[src/rtl/font_req_initiator.sv]
`default_nettype none
// ============================================================================
// font_req_initiator : requesting end of the font to_hw/to_sw sig/port pair.
// Optional macro FONT_REQ_STATS_EN adds stat_ok/stat_err.      Rev 1.0
// ============================================================================
module font_req_initiator #(
  parameter int unsigned DATA_DLY = 2,
  parameter int unsigned TIMEOUT  = 1023
) (
  input  logic        Clk,
  input  logic        Reset_n,
  input  logic        req_valid,
  input  logic [29:0] req_word,
  output logic        req_ready,
  output logic        resp_valid,
  input  logic        resp_ready,
  output logic [29:0] resp_data,
  output logic        resp_err,
  output logic [2:0]  to_hw_sig_font,
  output logic [29:0] to_hw_port_font,
  input  logic [2:0]  to_sw_sig_font,
  input  logic [29:0] to_sw_port_font
`ifdef FONT_REQ_STATS_EN
  ,
  output logic [15:0] stat_ok,
  output logic [15:0] stat_err
`endif
);

  localparam logic [2:0]  HW_IDLE     = 3'd0;
  localparam logic [2:0]  HW_START    = 3'd5;
  localparam logic [2:0]  HW_RELEASE  = 3'd6;
  localparam logic [2:0]  SW_WAIT     = 3'd0;
  localparam logic [2:0]  SW_RETRIEVE = 3'd1;
  localparam logic [2:0]  SW_RESET    = 3'd3;
  localparam logic [15:0] TIMEOUT_M1  = 16'(TIMEOUT - 1);
  localparam logic [15:0] DLY_M1      = 16'(DATA_DLY - 1);

  typedef enum logic [2:0] {
    S_RESET  = 3'd0,
    S_IDLE   = 3'd1,
    S_REQ    = 3'd2,
    S_SETTLE = 3'd3,
    S_REL    = 3'd4,
    S_RESP   = 3'd5
  } state_e;

  state_e      state_q, state_d;
  logic [15:0] timer_q, timer_d;
  logic [15:0] timer_inc;
  logic [29:0] port_q, port_d;
  logic [29:0] data_q, data_d;
  logic        err_q, err_d;

  always_comb begin
    state_d   = state_q;
    timer_d   = timer_q;
    port_d    = port_q;
    data_d    = data_q;
    err_d     = err_q;
    timer_inc = (timer_q == 16'hFFFF) ? timer_q : timer_q + 16'd1;

    case (state_q)
      S_RESET: begin
        if (to_sw_sig_font == SW_WAIT) state_d = S_IDLE;
      end
      S_IDLE: begin
        if (req_valid) begin
          port_d  = req_word;
          data_d  = '0;
          err_d   = 1'b0;
          timer_d = '0;
          state_d = S_REQ;
        end else if (to_sw_sig_font == SW_RESET) begin
          state_d = S_RESET;
        end
      end
      S_REQ: begin
        if (to_sw_sig_font == SW_RESET) begin
          err_d   = 1'b1;
          data_d  = '0;
          state_d = S_RESP;
        end else if (to_sw_sig_font == SW_RETRIEVE) begin
          timer_d = '0;
          state_d = S_SETTLE;
        end else if (timer_q == TIMEOUT_M1) begin
          // Still release the responder so it can return to its wait state.
          err_d   = 1'b1;
          data_d  = '0;
          timer_d = '0;
          state_d = S_REL;
        end else begin
          timer_d = timer_inc;
        end
      end
      S_SETTLE: begin
        if (to_sw_sig_font == SW_RESET) begin
          err_d   = 1'b1;
          data_d  = '0;
          state_d = S_RESP;
        end else if (timer_q == DLY_M1) begin
          data_d  = to_sw_port_font;
          timer_d = '0;
          state_d = S_REL;
        end else begin
          timer_d = timer_inc;
        end
      end
      S_REL: begin
        if (to_sw_sig_font == SW_RESET) begin
          err_d   = 1'b1;
          data_d  = '0;
          state_d = S_RESP;
        end else if (to_sw_sig_font == SW_WAIT) begin
          state_d = S_RESP;
        end else if (timer_q == TIMEOUT_M1) begin
          err_d   = 1'b1;
          data_d  = '0;
          state_d = S_RESP;
        end else begin
          timer_d = timer_inc;
        end
      end
      S_RESP: begin
        if (resp_ready) state_d = S_IDLE;
      end
      default: state_d = S_RESET;
    endcase
  end

  always_ff @(posedge Clk) begin
    if (!Reset_n) begin
      state_q <= S_RESET;
      timer_q <= '0;
      port_q  <= '0;
      data_q  <= '0;
      err_q   <= 1'b0;
    end else begin
      state_q <= state_d;
      timer_q <= timer_d;
      port_q  <= port_d;
      data_q  <= data_d;
      err_q   <= err_d;
    end
  end

  always_comb begin
    req_ready       = (state_q == S_IDLE);
    resp_valid      = (state_q == S_RESP);
    resp_data       = resp_valid ? data_q : '0;
    resp_err        = resp_valid & err_q;
    to_hw_port_font = port_q;
    case (state_q)
      S_REQ, S_SETTLE: to_hw_sig_font = HW_START;
      S_REL:           to_hw_sig_font = HW_RELEASE;
      default:         to_hw_sig_font = HW_IDLE;
    endcase
  end

`ifdef FONT_REQ_STATS_EN
  logic [15:0] stat_ok_q, stat_ok_d;
  logic [15:0] stat_err_q, stat_err_d;

  always_comb begin
    stat_ok_d  = stat_ok_q;
    stat_err_d = stat_err_q;
    if (resp_valid && resp_ready) begin
      if (err_q) begin
        if (stat_err_q != 16'hFFFF) stat_err_d = stat_err_q + 16'd1;
      end else begin
        if (stat_ok_q != 16'hFFFF) stat_ok_d = stat_ok_q + 16'd1;
      end
    end
  end

  always_ff @(posedge Clk) begin
    if (!Reset_n) begin
      stat_ok_q  <= '0;
      stat_err_q <= '0;
    end else begin
      stat_ok_q  <= stat_ok_d;
      stat_err_q <= stat_err_d;
    end
  end

  assign stat_ok  = stat_ok_q;
  assign stat_err = stat_err_q;
`endif

endmodule
`default_nettype wire

[config.mk]
export PLATFORM = sky130hd
export DESIGN_NAME = font_req_initiator
export DESIGN_NICKNAME = d
export VERILOG_FILES = /design/src/rtl/font_req_initiator.sv
export SDC_FILE = /design/constraint.sdc
export NUM_CORES = 1
export LEC_CHECK = 0
export ABC_CLOCK_PERIOD_IN_PS = 2300
export CORE_ASPECT_RATIO = 0.6
export CORE_MARGIN = 1.5
export CORE_UTILIZATION = 40
export CTS_BUF_LIST = sky130_fd_sc_hd__clkbuf_4
export DETAILED_ROUTE_END_ITERATION = 10
export PLACE_DENSITY = 0.72
export RECOVER_POWER = 100
export SLEW_MARGIN = 0
export SYNTH_ARGS = -nofsm -noshare
export SYNTH_HDL_FRONTEND = slang
export SYNTH_SLANG_ARGS = --single-unit
[constraint.sdc]
create_clock -name Clk -period 2.3 [get_ports Clk]
set_input_delay 0.345 -clock Clk [delete_from_list [all_inputs] [get_ports Clk]]
set_output_delay 0.345 -clock Clk [all_outputs]
set_load 0.02 [all_outputs]
==> out/summary.txt <==
CP Data Arrival Time = 1840 ps
drt first pass iters = 4
Slew Limit Fails = 0
reg-to-reg endpoint = timer_q[1]
kind of critical path = reg2out
DRT iter0 DRCs = 291
fin nets = 673
max-cap violation count = 0
CP startpoint kind = flop
total CTS buffers = 9
Die ar. = 10200 um^2
post-synthesis mux area share = 8.124%
period utilization = 94.96%
dominant cells by area after synthesis = dfxtp_1 42%, nand2_1 13%, mux2i_1 7.8%
Worst Setup End Kind = output port
VDD IR max = 0.2976 mV
largest net degree at the start of global routing = 34
largest family of logic cells by synthesized area = simple AND/OR/NAND/NOR gates
Min-Delay Path Depth = 3
Reg-to-Reg Start = timer_q[0]
Hold Worst Slack = 327.6 ps
HP Class = in2reg
top cell type's share of synthesized area = 41.76%
hold path endpoint = data_q[19]
wire per inst = 14.10 um
Placement Cell Area = 5390 um^2
Hold Path Origin = Reset_n
Starting Density = 41.43%
post-CTS setup buffers = 0
initial antenna violation count = 0
most frequent cell after synthesis = nand2_1
Die Width = 129.4 um
xor/xnor share of the synthesized area = 0.9135%
Post-Route WL = 10410 um
via count = 3743
Seq cells post-synth = 80
Clock Latency Late Sink = 450 ps
share of the yosys chip area belonging to registers = 41.76%
Multi-input gate area = 2097 um^2
Max Clock Skew = 18.65 ps
Worst EP required = 1960 ps
Area Overhead vs Synth = 43.30%
Reg area = 1604 um^2
CTS tree = yes
fraction of layout cells with a size suffix above 1 = 8.388%
clk buf depth = 2
drt drc = 0
status = finished, final reports clean
Clock Tree Root = clkbuf_4
Worst-path clk slew = 130 ps
gp weighted congestion = 0.9258
worst slew pin tran = 606.5 ps
Final Instance Area = 5495 um^2
Post-Syn Nets = 538
Hold Buf Count CTS = 0
Final WS setup = 116.0 ps
P per Cell Area = 552.9 nW/um^2
worst rel slew slack = 59.57%
antenna cells = 0
CP Max Fanout = 32
Post-synth EDFFs = 0
Max Clock Freq = 457.9 MHz
core area = 9256 um^2
Post-Synth Adder-Cell Area = 0.9788%
DR vias/cell = 5.072
predominant post-synthesis flop cell = dfxtp_1
cell area after synthesis = 3835 um^2
Resized Gates After CTS = 36
Final min period = 2184 ps
vias in the first global route = 3542
I/O Buffers = 132
FP Rows = 27
Synth Instances = 468
first-pass GRT wire length = 16970 um
R2R cell count = 9
mean post-synth cell area = 8.194 um^2
Hold Vio Cnt, Final = 0
Unique masters post-synth = 48
Post-synth ARST share = 0%
Worst R2R Setup Slack = 150 ps
Compound-Gate Fraction of Synth Area = 11.81%
DRT antenna net count = 0
Vert. Die Dim = 78.85 um
YS warnings = 0
dpl ws = -111.2 ps
Synth top cells by count = 133 x nand2_1, 80 x dfxtp_1, 33 x and2_1, 31 x a21boi_0, 30 x mux2i_1
num ports = 133
fill cell count = 840
post-synthesis simple-gate area fraction = 32.23%
Max H-tree Level = 3
endpoints failing setup = 0
Tot GR Track Use = 21.06%
leading area contributor after synthesis = dfxtp_1
gr ovfl total = 0
total leakage power = 0.002310 uW
Post-DP HPWL = 7584 um
CTS sink count = 80
## area by class of cell
type                            instances  share of cell area [%]
Multi-Input combinational cell        354                   38.16
Clock buffer                            9                   1.230
Timing Repair Buffer                  155                   26.82
Tap cell                              130                   2.960
Sequential cell                        80                   29.19
Clock inverter                          7                   1.434
Inverter                                3                  0.2049
## sequential cells by signal, indices dropped and copies added, names as in the netlist
name	cells
to_hw_port_font	30
state_q	3
timer_q	16
data_q	30
err_q	1
## per-stage QoR
stage	utilization [%]	power, uW	std cells	TNS (ps)
after floorplan	-	1898	468	0
after global placement	58.23	2212	722	-20.19
after detailed placement	58.23	2223	722	-182.5
after CTS	59.35	3096	738	0
after global routing	59.37	3181	738	-52.11
final	59.37	3038	738	0
## worst max path at each step
stage,startpoint,to,depth (start not counted)
global placement,to_sw_sig_font[0],timer_q[11],7
floorplan,state_q[2],timer_q[1],7
detailed placement,to_sw_sig_font[0],timer_q[11],7
CTS,timer_q[0],timer_q[11],8
global route,state_q[1],resp_data[14],5
finish,state_q[1],resp_data[21],5
## cells in the final DEF, fill, tap and decap left out, types with 4 or more instances in the layout
master / count
nor3b_1: 8
a21boi_0: 31
buf_4: 17
clkbuf_4: 9
and3_1: 7
mux2i_1: 30
dfxtp_1: 78
nor2_1: 11
nor3_1: 4
o21ai_0: 9
nand3_1: 13
dlygate4sd3_1: 30
clkdlybuf4s50_1: 65
dlygate4sd2_1: 25
o31ai_1: 4
and2_1: 33
clkdlybuf4s15_1: 9
a21oi_1: 16
nand4_1: 9
nand2_1: 134
## power by group
part	internal (uW)	switching, uW	total (uW)
sequential	1440	35.5	1470
combinational	339	356	695
clock	339	533	872
total	2110	924	3040
## worst max-delay path, cell delays in order (launching register included)
cell,delay (ps)
dfxtp_1,480
nand3b_1,190
inv_1,90
buf_12,160
and2_1,160
dlygate4sd2_1,320
## cells by family after synthesis
kind of cell | count (synthesis)
AOI/OAI and AO/OA | 68
xor gates and xnor gates | 4
adders and majority gates | 3
buffers and inverters | 34
DFF | 80
muxes | 31
and+or+nand+nor | 248
## routing by layer
metal / part of all wire, % / GRT usage, % / wire length (um) / up-vias
met2: 41 / 31.65 / 4273 / 145
met5: 0 / 0 / 0 / -
li1: - / - / - / 1866
met1: 48 / 28.84 / 5037 / 1722
met3: 9.6 / 7.008 / 1000 / 10
met4: 0.92 / 5.618 / 96 / 0
(Power assumes the default switching activity.)
